<file path="config.mk">
export PLATFORM = sky130hd
export DESIGN_NAME = main_ctrl_fsm
export DESIGN_NICKNAME = d
export VERILOG_FILES = /design/src/rtl/main_ctrl_fsm.sv
export SDC_FILE = /design/constraint.sdc
export NUM_CORES = 1
export LEC_CHECK = 0
export ABC_CLOCK_PERIOD_IN_PS = 2000
export CAP_MARGIN = 20
export CORE_MARGIN = 5
export CORE_UTILIZATION = 46
export DETAILED_ROUTE_END_ITERATION = 10
export HOLD_SLACK_MARGIN = 0.1
export PLACE_DENSITY = 0.78
export SLEW_MARGIN = 10
export SYNTH_ARGS = -nofsm -noshare
export SYNTH_HDL_FRONTEND = slang
export SYNTH_SLANG_ARGS = --single-unit
</file>
<file path="constraint.sdc">
create_clock -name clk -period 2 [get_ports clk]
set_input_delay 0.3 -clock clk [delete_from_list [all_inputs] [get_ports clk]]
set_output_delay 0.3 -clock clk [all_outputs]
set_load 0.02 [all_outputs]
</file>
<file path="src/rtl/main_ctrl_fsm.sv">
// Multicycle MIPS main control FSM: sequences fetch/decode/execute/memory/writeback.
// Define MAIN_CTRL_JUMP_EN to build the JUMP state; otherwise opcode 000010 traps.
module main_ctrl_fsm #(
  parameter int TIMEOUT = 15
) (
  input  logic       clk,
  input  logic       rst,
  input  logic [5:0] Op,
  input  logic       Zero,
  input  logic       mem_ready,
  output logic       IorD,
  output logic       MemRead,
  output logic       MemWrite,
  output logic       IRWrite,
  output logic       RegDst,
  output logic       MemtoReg,
  output logic       RegWrite,
  output logic       ALUSrcA,
  output logic [1:0] ALUSrcB,
  output logic [1:0] PCSource,
  output logic       pc_en,
  output logic [2:0] Aluop,
  output logic       instr_done,
  output logic       illegal
);

  typedef enum logic [3:0] {
    S_FETCH, S_DECODE, S_MEMADR, S_MEMRD, S_MEMWB, S_MEMWR,
    S_EXEC, S_RWB, S_BRANCH, S_IEXEC, S_IWB, S_TRAP
`ifdef MAIN_CTRL_JUMP_EN
    , S_JUMP
`endif
  } state_e;

  localparam logic [5:0] OP_R    = 6'b000000;
  localparam logic [5:0] OP_LW   = 6'b100011;
  localparam logic [5:0] OP_SW   = 6'b101011;
  localparam logic [5:0] OP_BEQ  = 6'b000100;
  localparam logic [5:0] OP_ADDI = 6'b001000;
  localparam logic [5:0] OP_ANDI = 6'b001100;
  localparam logic [5:0] OP_J    = 6'b000010;

  localparam logic [7:0] WAIT_LAST = 8'(TIMEOUT - 1);

  state_e     state_q, state_d;
  logic [7:0] wait_q, wait_d;
  logic       isLoad_q, isLoad_d;
  logic       isAndi_q, isAndi_d;
  logic       memStall;

  always_ff @(posedge clk) begin
    if (rst) begin
      state_q  <= S_FETCH;
      wait_q   <= '0;
      isLoad_q <= 1'b0;
      isAndi_q <= 1'b0;
    end else begin
      state_q  <= state_d;
      wait_q   <= wait_d;
      isLoad_q <= isLoad_d;
      isAndi_q <= isAndi_d;
    end
  end

  // The wait counter only survives while stalling inside a memory state, so it
  // is zero on entry to every memory state; mem_ready beats the timeout.
  always_comb begin
    state_d    = state_q;
    wait_d     = '0;
    isLoad_d   = isLoad_q;
    isAndi_d   = isAndi_q;
    memStall   = 1'b0;
    IorD       = 1'b0;
    MemRead    = 1'b0;
    MemWrite   = 1'b0;
    IRWrite    = 1'b0;
    RegDst     = 1'b0;
    MemtoReg   = 1'b0;
    RegWrite   = 1'b0;
    ALUSrcA    = 1'b0;
    ALUSrcB    = 2'b00;
    PCSource   = 2'b00;
    pc_en      = 1'b0;
    Aluop      = 3'b000;
    instr_done = 1'b0;
    illegal    = 1'b0;

    case (state_q)
      S_FETCH: begin
        MemRead  = 1'b1;
        ALUSrcB  = 2'b01;
        Aluop    = 3'b010;
        IRWrite  = mem_ready;
        pc_en    = mem_ready;
        memStall = 1'b1;
        if (mem_ready) state_d = S_DECODE;
      end
      S_DECODE: begin
        ALUSrcB  = 2'b11;
        Aluop    = 3'b010;
        isLoad_d = (Op == OP_LW);
        isAndi_d = (Op == OP_ANDI);
        case (Op)
          OP_LW, OP_SW:     state_d = S_MEMADR;
          OP_R:             state_d = S_EXEC;
          OP_BEQ:           state_d = S_BRANCH;
          OP_ADDI, OP_ANDI: state_d = S_IEXEC;
`ifdef MAIN_CTRL_JUMP_EN
          OP_J:             state_d = S_JUMP;
`else
          OP_J:             state_d = S_TRAP;
`endif
          default:          state_d = S_TRAP;
        endcase
      end
      S_MEMADR: begin
        ALUSrcA = 1'b1;
        ALUSrcB = 2'b10;
        Aluop   = isLoad_q ? 3'b001 : 3'b010;
        state_d = isLoad_q ? S_MEMRD : S_MEMWR;
      end
      S_MEMRD: begin
        MemRead  = 1'b1;
        IorD     = 1'b1;
        memStall = 1'b1;
        if (mem_ready) state_d = S_MEMWB;
      end
      S_MEMWB: begin
        RegWrite   = 1'b1;
        MemtoReg   = 1'b1;
        instr_done = 1'b1;
        state_d    = S_FETCH;
      end
      S_MEMWR: begin
        MemWrite   = 1'b1;
        IorD       = 1'b1;
        memStall   = 1'b1;
        instr_done = mem_ready;
        if (mem_ready) state_d = S_FETCH;
      end
      S_EXEC: begin
        ALUSrcA = 1'b1;
        Aluop   = 3'b000;
        state_d = S_RWB;
      end
      S_RWB: begin
        RegDst     = 1'b1;
        RegWrite   = 1'b1;
        instr_done = 1'b1;
        state_d    = S_FETCH;
      end
      S_BRANCH: begin
        ALUSrcA    = 1'b1;
        Aluop      = 3'b110;
        PCSource   = 2'b01;
        pc_en      = Zero;
        instr_done = 1'b1;
        state_d    = S_FETCH;
      end
      S_IEXEC: begin
        ALUSrcA = 1'b1;
        ALUSrcB = 2'b10;
        Aluop   = isAndi_q ? 3'b011 : 3'b010;
        state_d = S_IWB;
      end
      S_IWB: begin
        RegWrite   = 1'b1;
        instr_done = 1'b1;
        state_d    = S_FETCH;
      end
`ifdef MAIN_CTRL_JUMP_EN
      S_JUMP: begin
        PCSource   = 2'b10;
        pc_en      = 1'b1;
        instr_done = 1'b1;
        state_d    = S_FETCH;
      end
`endif
      S_TRAP: begin
        illegal = 1'b1;
      end
      default: state_d = S_TRAP;
    endcase

    if (memStall && !mem_ready) begin
      if (wait_q == WAIT_LAST) state_d = S_TRAP;
      else wait_d = wait_q + 8'd1;
    end
  end

endmodule

</file>
==> impl_metrics.ini, run 1 <==
[run_status]
outcome = complete, no violations

[layout]
fin_nets = 172
final-seq-area_um2 = 290
drive_above_1_share_pct = 17.0
mostFrequentLayoutCells = nor2_1, a21oi_1, clkdlybuf4s50_1, dfxtp_1, buf_4
multi_input_area_um2 = 617
final_common_cell = nor2_1
syn2layout_area_growth_pct = 37.7
diodes = 0
fillers = 181

[global_routing]
grt_pass1_vias = 982
grtUsageTotal_pct = 16.0
antenna_found_initial = 0
grt_max_degree = 15
grt_pass1_wl_um = 4130
gr-total-overflow = 0

[sta]
fmax_ghz = 0.520
worst_slew_pin_slew_ps = 495
fin_setup_tns_ps = 0
maxSlewViolCount = 0
rsz0062_at_grt = true
fin_crit_ps = 1920
finalHoldViolCount = 0
max-slew-margin-rel_pct = 66.7
setup_violations = 0
period_share_pct = 96.2
hold_ws_ps = 477
clock_skew_ps = 1.90

[placement]
dp_hpwl_um = 1940
portBuffers = 26
place_congestion = 0.924

[route]
dr.pass1.iters = 4
num_vias = 1008
ant_nets = 0
drtIter0Drc = 28
wl_per_cell_um = 13.4
via_per_inst = 5.42
drt-total-wl_um = 2500
drc = 0

[synth]
syn_nets = 140
syn_avg_cell_area_um2 = 7.55
synth_area_leaders = dfxtp_1, a21oi_1, nor2_1
yosys.area.top_type = dfxtp_1
seq_area_frac_synth_pct = 29.0
syn_inst = 128
synth_top_area_share_pct = 29.0
ys_ff_latch = 14
ys_warn_count = 0
synth_area_um2 = 966
yosysUniqueCellTypes = 41

[critical_path]
endpoint = instr_done
reg2reg_from = state_q[0]
path_cells = nand2b_2 -> mux2i_1 -> a21o_1 -> a211o_1 -> dlygate4sd2_1
cp_slowest_stage_delay_ps = 380
start_kind = flip-flop
crit_arrival_ps = 1620
cp_max_fo = 4
reg2reg_slack_ps = 190
cp-startpoint = state_q[3]
worstPathRequired_ps = 1700
r2r-end = state_q[1]
slowest_stage = dfxtp_2
reg2regPathDepth = 5
crit_path_end_kind = primary output
critical_path_class = reg2out

[min_path]
hold-path-cell-count = 2
hold_path_class = reg2reg

[floorplan]
fp.dieArea_um2 = 3120
initial_core_util_pct = 48.7
coreArea_um2 = 1980
io_pins = 28
die_h_um = 55.8
rows = 16
die_w_um = 55.8

[pwr]
peakVddDrop_mv = 0.870
p_leak_nw = 0.630
finalPower_w = 0.00141
p_per_area_nw_per_um2 = 1060

[cts]
cts_root_buffer = clkbuf_4
cts_setup_buffers = 0
clk_pin_slew_ps = 80
cts_tree = yes
cts_max_level = 1
cts_made_buffers = 3
cts_max_path_buffers = 2
cts_sinks = 14
clk-insertion-delay-late_ps = 280

[job]
cap_violations = 0
[Yosys cell counts]
master,instances
conb_1,1
o21a_1,1
a221oi_1,1
mux2i_1,1
buf_6,2
ha_1,2
a21o_1,2
o22ai_1,1
nand3_1,5
nand2b_1,3
inv_1,7
and3b_1,1
or2_2,1
or4_4,1
a21oi_1,11
or4b_4,1
nand4_1,4
and2_1,2
or3b_2,1
o31a_1,1
a211o_1,1
clkbuf_1,4
xor2_1,5
dfxtp_1,14
o211a_1,1
a41oi_1,2
and3_1,1
nor2_1,13
and4b_1,2
xnor2_1,2
a31oi_1,1
o21ai_0,6
nor4_1,2
nand2_1,9
or4_1,2
buf_4,2
or3_1,1
nor3_1,8
nor3b_1,1
buf_2,1
o211ai_1,1
[timing repair]
action | 4_1_cts | 5_1_grt
endpoints found under the setup margin | 16 | 9
gates resized for setup | 16 | 14
hold endpoints to repair | 0 | 0
cloned | 0 | 0
pin swaps | 0 | 0
hold buffers | 0 | 0
[cells by family after synthesis]
| family | share of synthesized area (%) |
|---|---|
| other | 0.388 |
| AND/OR/NAND/NOR | 33.2 |
| XOR/XNOR | 6.35 |
| flip-flops | 29.0 |
| buffers and inverters | 8.68 |
| AO/OA/AOI/OAI | 18.8 |
| multiplexers | 1.04 |
| adder cells (fa/ha/maj) | 2.59 |
[metal layers]
| layer | global-route usage, % | up-vias | routed length, um |
|---|---|---|---|
| met5 | 0 | - | 0 |
| li1 | - | 514 | - |
| met3 | 4.87 | 2 | 141 |
| met4 | 5.42 | 0 | 5 |
| met1 | 18.3 | 467 | 1080 |
| met2 | 28.0 | 25 | 1270 |
[sequential cells by signal, summed over array words and instances (netlist names)]
register / count
isAndi_q: 1
isLoad_q: 1
state_q: 4
wait_q: 8
[stage by stage]
| stage | setup WS, ps | std cells | utilization, % | area [um2] |
|---|---|---|---|---|
| 3_3_place_gp | -19.6 | 182 | 64.5 | 1280 |
| 4_1_cts | 3.61 | 186 | 66.2 | 1310 |
| 3_5_place_dp | -60.1 | 182 | 64.5 | 1280 |
| 2_1_floorplan | 151 | 128 | - | 966 |
| 6_report | 75.8 | 186 | 67.1 | 1330 |
| 5_1_grt | -26.6 | 186 | 67.1 | 1330 |
[final cells by class]
cell class,instances,share of cell area [%]
Timing Repair Buffer,36,24.6
Tap cell,27,2.54
Sequential cell,14,21.8
Clock buffer,4,2.73
Multi-Input combinational cell,98,46.4
Inverter,7,1.98
[worst max-delay path: cells and delay by family, from the launching register on]
family	cells	cell delay [ps]
buffers and inverters	1	320
flip-flops	1	380
AND/OR/NAND/NOR	1	160
AO/OA/AOI/OAI	2	410
multiplexers	1	70
[worst min path at each step]
stage,from,to
floorplan,rst,isAndi_q
global placement,isLoad_q,isLoad_q
detailed placement,isLoad_q,isLoad_q
CTS,isAndi_q,isAndi_q
global route,isAndi_q,isAndi_q
finish,isAndi_q,isAndi_q
[report_power, final]
part	switching, W	internal (W)
registers	0.0000695	0.000320
logic	0.000451	0.000370
clock network	0.0000928	0.000111
Note: power is estimated with default switching activity, not from simulation.
==> run 2, diff against run 1 <==
--- a/config.mk
+++ b/config.mk
@@ -8,10 +8,9 @@
 export ABC_CLOCK_PERIOD_IN_PS = 2000
 export CAP_MARGIN = 20
 export CORE_MARGIN = 5
-export CORE_UTILIZATION = 46
+export CORE_UTILIZATION = 30
 export DETAILED_ROUTE_END_ITERATION = 10
 export HOLD_SLACK_MARGIN = 0.1
-export PLACE_DENSITY = 0.78
 export SLEW_MARGIN = 10
 export SYNTH_ARGS = -nofsm -noshare
 export SYNTH_HDL_FRONTEND = slang
==> impl_metrics.ini, run 2 (synthesis results as in run 1) <==
[cts]
cts_max_level = 1
cts_sinks = 14
cts_made_buffers = 3
clk_pin_slew_ps = 70
cts_setup_buffers = 0
cts_root_buffer = clkbuf_4
clk-insertion-delay-late_ps = 280
cts_tree = yes
cts_hold_buffers = 0
cts_max_path_buffers = 2

[critical_path]
crit_family = buffers and inverters
crit_path_end_kind = primary output
cp_num_cells = 3
critical_path_class = reg2out
cp_max_fo = 12
slowest_stage = clkdlybuf4s50_1
worstPathRequired_ps = 1700
path_cells = buf_4 -> nor3_1 -> clkdlybuf4s50_1
cp_slowest_stage_delay_ps = 630
reg2regPathDepth = 5
crit_buf_inv = 2
start_kind = flip-flop
crit_arrival_ps = 1610

[pwr]
p_per_area_nw_per_um2 = 1030
peakVddDrop_mv = 0.468
p_leak_nw = 0.605
finalPower_w = 0.00142

[route]
num_vias = 1051
drt-total-wl_um = 2700
drc = 0
drtIter0Drc = 86
via_per_inst = 5.05
wl_per_cell_um = 13.0
ant_nets = 0
dr.pass1.iters = 4

[sta]
clock_skew_ps = 1.86
fmax_ghz = 0.522
layout_setup_ws_ps = 85.6
maxSlewViolCount = 0
period_share_pct = 95.7
setup_violations = 0
finalHoldViolCount = 0
rsz0062_at_grt = false
fin_crit_ps = 1910

[global_routing]
grtUsageTotal_pct = 12.4
grt_pass1_vias = 983
gr-total-overflow = 0
grt_max_degree = 13
antenna_found_initial = 0
grt_pass1_wl_um = 4330

[layout]
diodes = 0
drive_above_1_share_pct = 18.9
mostFrequentLayoutCells = buf_4, nor2_1, dlygate4sd2_1, a21oi_1, clkdlybuf4s50_1
fin_nets = 178
final-seq-area_um2 = 293
largest_reg_flops = 8
top_register = wait_q
multi_input_area_um2 = 622
fillers = 343
reg.largest.list = wait_q (8), state_q (4)
final_common_cell = buf_4
syn2layout_area_growth_pct = 43.0

[floorplan]
fp.dieArea_um2 = 4450
rows = 20
die_w_um = 66.7
initial_core_util_pct = 31.4
io_pins = 28
coreArea_um2 = 3080
die_h_um = 66.7

[min_path]
hold-path-cell-count = 1
hold_path_class = reg2reg

[placement]
place_congestion = 0.840
portBuffers = 26
dp_hpwl_um = 2170
place_ws_ps = -59.7

[job]
cap_violations = 0

[run_status]
outcome = complete, no violations
## run 2: cell types whose count changed in the layout (fill, tap and decap cells not counted)
cell             change
clkbuf_2             -1
clkdlybuf4s15_1      +1
dfxtp_4              +1
nand2b_4             +1
buf_4                +6
clkdlybuf4s50_1      +1
nand2b_2             -1
dlymetal6s2s_1       -4
clkbuf_8             -1
dfxtp_2              -1
dlygate4sd2_1        +3
## run 2: metal layers
layer | track usage (%) | up-vias | share of wire [%] | routed length [um]
li1 | - | 530 | - | -
met3 | 1.35 | 5 | 6.5 | 176
met4 | 5.08 | 0 | 1.3 | 34
met1 | 14.8 | 479 | 43 | 1160
met2 | 22.3 | 37 | 49 | 1330
met5 | 0 | - | 0 | 0
## run 2: path summary, 6_finish.rpt
check,startpoint,endpoint,slack (ps)
worst max-delay path,state_q[1],MemtoReg,90
worst min register to register,wait_q[0],wait_q[0],470
worst max register to register,state_q[0],state_q[2],240
worst min-delay path,wait_q[0],wait_q[0],470
## run 2: cell type report
type,count,area share (%)
multi-input cells,98,45.0
repair buffers,42,26.3
flip-flops and latches,14,21.2
well taps,44,3.99
inverters,7,1.90
clock buffers,3,1.63
## run 2: worst reg2reg max path, cell delays in order, from the launching register on
cell and delay [ps]:
dfxtp_2 370, buf_4 170, or3_1 360, o21a_1 120, or3b_2 490, o211a_1 140
## run 2: power breakdown
group	total, W	internal [W]	leakage, nW	switching (W)
Sequential	0.000392	0.000322	0.116	0.0000699
Clock	0.000155	0.0000699	0.0138	0.0000855
Combinational	0.000870	0.000404	0.475	0.000466
## run 2: metrics by stage
stage	TNS, ps	instances	area (um2)	hold slack [ps]	util (%)
finish	0	208	1380	474	44.9
global route	0	208	1380	504	44.9
CTS	0	208	1370	480	44.3
detailed placement	-74.9	205	1340	461	43.7
global placement	-13.6	205	1340	454	43.7
floorplan	0	128	966	369	-
## run 2: what timing repair did
| action | in CTS | in global routing |
|---|---|---|
| resized for setup | 20 | 8 |
| setup endpoints to repair | 17 | 5 |
| pin swaps | 0 | 0 |
==> run 3, diff against run 2 <==
--- a/config.mk
+++ b/config.mk
@@ -5,12 +5,15 @@
 export SDC_FILE = /design/constraint.sdc
 export NUM_CORES = 1
 export LEC_CHECK = 0
+export ABC_AREA = 1
 export ABC_CLOCK_PERIOD_IN_PS = 2000
 export CAP_MARGIN = 20
 export CORE_MARGIN = 5
 export CORE_UTILIZATION = 30
+export CTS_BUF_LIST = sky130_fd_sc_hd__clkbuf_16
 export DETAILED_ROUTE_END_ITERATION = 10
 export HOLD_SLACK_MARGIN = 0.1
+export SETUP_SLACK_MARGIN = 0.05
 export SLEW_MARGIN = 10
 export SYNTH_ARGS = -nofsm -noshare
 export SYNTH_HDL_FRONTEND = slang
==> impl_metrics.ini, run 3 <==
[route]
num_vias = 1037
drc = 0
wl_per_cell_um = 9.88
drtIter0Drc = 56
drt-total-wl_um = 2300
ant_nets = 0
via_per_inst = 4.45
dr.pass1.iters = 4

[synth]
synth_top_area_share_pct = 29.2
yosysUniqueCellTypes = 26
seq_area_frac_synth_pct = 29.2
syn_nets = 170
synth_ff_type = dfxtp_1
synth.most_common_cell = nor2_1
synth_common_cells = nor2_1, nand2_1, dfxtp_1, inv_1, nand3_1
syn_avg_cell_area_um2 = 6.07
ys_ff_latch = 14
synth_edf_count = 0
syn_inst = 158
yosys.area.top_type = dfxtp_1
ys_warn_count = 0
synth_area_leaders = dfxtp_1, nor2_1, nand2_1
synth-async-reset-ratio_pct = 0
synth_area_um2 = 958

[layout]
syn2layout_area_growth_pct = 42.6
drive_above_1_share_pct = 12.2
largest_reg_flops = 8
top_register = wait_q
diodes = 0
fin_nets = 202
reg.largest.list = wait_q (8), state_q (4)
mostFrequentLayoutCells = nor2_1, nand2_1, inv_1, clkdlybuf4s50_1, dfxtp_1
final_cells = 233
final_common_cell = nor2_1

[sta]
rsz0062_at_grt = true
finalHoldViolCount = 0
fin_crit_ps = 1860
period_share_pct = 92.8
clock_skew_ps = 4.17
maxSlewViolCount = 0
fmax_ghz = 0.539
setup_violations = 0
fin_setup_tns_ps = 0

[min_path]
hold-path-cell-count = 1
hold_path_class = reg2reg
hp-start = wait_q[0]

[critical_path]
cp_slowest_stage_delay_ps = 630
worstPathRequired_ps = 1700
crit_path_end_kind = primary output
path_cells = inv_1 -> nand2_1 -> nor2_4 -> clkdlybuf4s50_1
reg2reg_from = state_q[0]
cp_max_fo = 7
crit_arrival_ps = 1560
cp-startpoint = state_q[1]
slowest_stage = clkdlybuf4s50_1
start_kind = flip-flop
critical_path_class = reg2out
reg2regPathDepth = 8

[cts]
cts_root_buffer = clkbuf_16
cts_sinks = 14
cts_max_path_buffers = 2
clk-insertion-delay-late_ps = 240
cts_max_level = 1
cts_hold_buffers = 0
cts_tree = yes
cts_made_buffers = 3
clk_pin_slew_ps = 50
cts_setup_buffers = 0

[floorplan]
fp.dieArea_um2 = 4420
io_pins = 28
die_w_um = 66.5
initial_core_util_pct = 31.4
coreArea_um2 = 3050
die_h_um = 66.5
rows = 20

[placement]
dp_hpwl_um = 1900
place_congestion = 0.867
place_inst = 229
portBuffers = 26

[job]
cap_violations = 0

[global_routing]
grt_pass1_vias = 925
grtUsageTotal_pct = 11.1
gr-total-overflow = 0
antenna_found_initial = 0
grt_pass1_wl_um = 3840
grt_max_degree = 9

[run_status]
outcome = complete, no violations

[pwr]
p_leak_nw = 0.717
peakVddDrop_mv = 0.557
p_per_area_nw_per_um2 = 1220
[run 3: cell types whose count changed after synthesis, moves of 3 or more]
| cell | before | now |
|---|---|---|
| nor2_2 | 0 | 3 |
| clkbuf_1 | 4 | 0 |
| xor2_1 | 5 | 2 |
| nor3_1 | 8 | 1 |
| nand3_1 | 5 | 9 |
| nand2b_1 | 3 | 0 |
| o21ai_0 | 6 | 2 |
| nand2_1 | 9 | 34 |
| nand2_2 | 0 | 3 |
| a21oi_1 | 11 | 3 |
| nor2_1 | 13 | 49 |
| inv_1 | 7 | 14 |
| inv_2 | 0 | 3 |
[run 3: what timing repair did]
item                                   in CTS  in global routing
setup endpoints to repair                  12                  7
gates cloned                                0                  0
gates resized for setup                    12                 10
endpoints found under the hold margin       0                  0
[run 3: cells by family after synthesis]
family                     Yosys count  share of synthesized area (%)
DFF                                 14                           29.2
buffers and inverters               18                           7.44
adders and majority gates            2                           2.61
xor gates and xnor gates             5                           4.57
AOI/OAI and AO/OA                    9                           5.48
and+or+nand+nor                    109                           50.3
other                                1                          0.391
[run 3: area by class of cell]
class / count / area, um2
fill: 348 / 1690
multi-input combinational: 126 / 607
sequential: 14 / 289
timing repair buffer: 28 / 273
clock buffer: 3 / 75.1
inverter: 17 / 63.8
tap: 44 / 55.1
clock inverter: 1 / 3.75
[run 3: layer usage]
metal  share of wire, %  GRT usage, %  vias to the layer above
met5                  0             0                        -
met4               0.43          3.81                        0
met3                4.7          2.19                        2
met2                 48          19.2                       24
met1                 47          13.6                      454
li1                   -             -                      557
[run 3: path summary, 6_finish.rpt]
kind / endpoint / slack (ps)
max: MemWrite / 140
min: wait_q[0] / 460
max reg2reg: state_q[0] / 730
min reg2reg: wait_q[0] / 460
[run 3: critical path, delay by kind of cell, from the launching register on]
kind,cells,cell delay [ps]
flops,1,350
simple gates,2,260
buf+inv,2,710
[run 3: through the flow]
| step | hold slack, ps | setup slack, ps | util, % | instance area, um2 | power, W |
|---|---|---|---|---|---|
| 2_1_floorplan | 369 | 277 | - | 958 | 0.000963 |
| 3_3_place_gp | 448 | 60.4 | 42.0 | 1280 | 0.00138 |
| 3_5_place_dp | 457 | 42.2 | 42.0 | 1280 | 0.00138 |
| 4_1_cts | 467 | 66.0 | 44.3 | 1350 | 0.00170 |
| 5_1_grt | 514 | 25.1 | 44.8 | 1370 | 0.00181 |
| 6_report | 459 | 145 | 44.8 | 1370 | 0.00167 |
[run 3: power breakdown]
group	switching (W)	leakage, nW	total, W	internal [W]
sequential	0.0000567	0.115	0.000382	0.000325
combinational	0.000567	0.563	0.000923	0.000356
clock	0.000105	0.0385	0.000368	0.000263
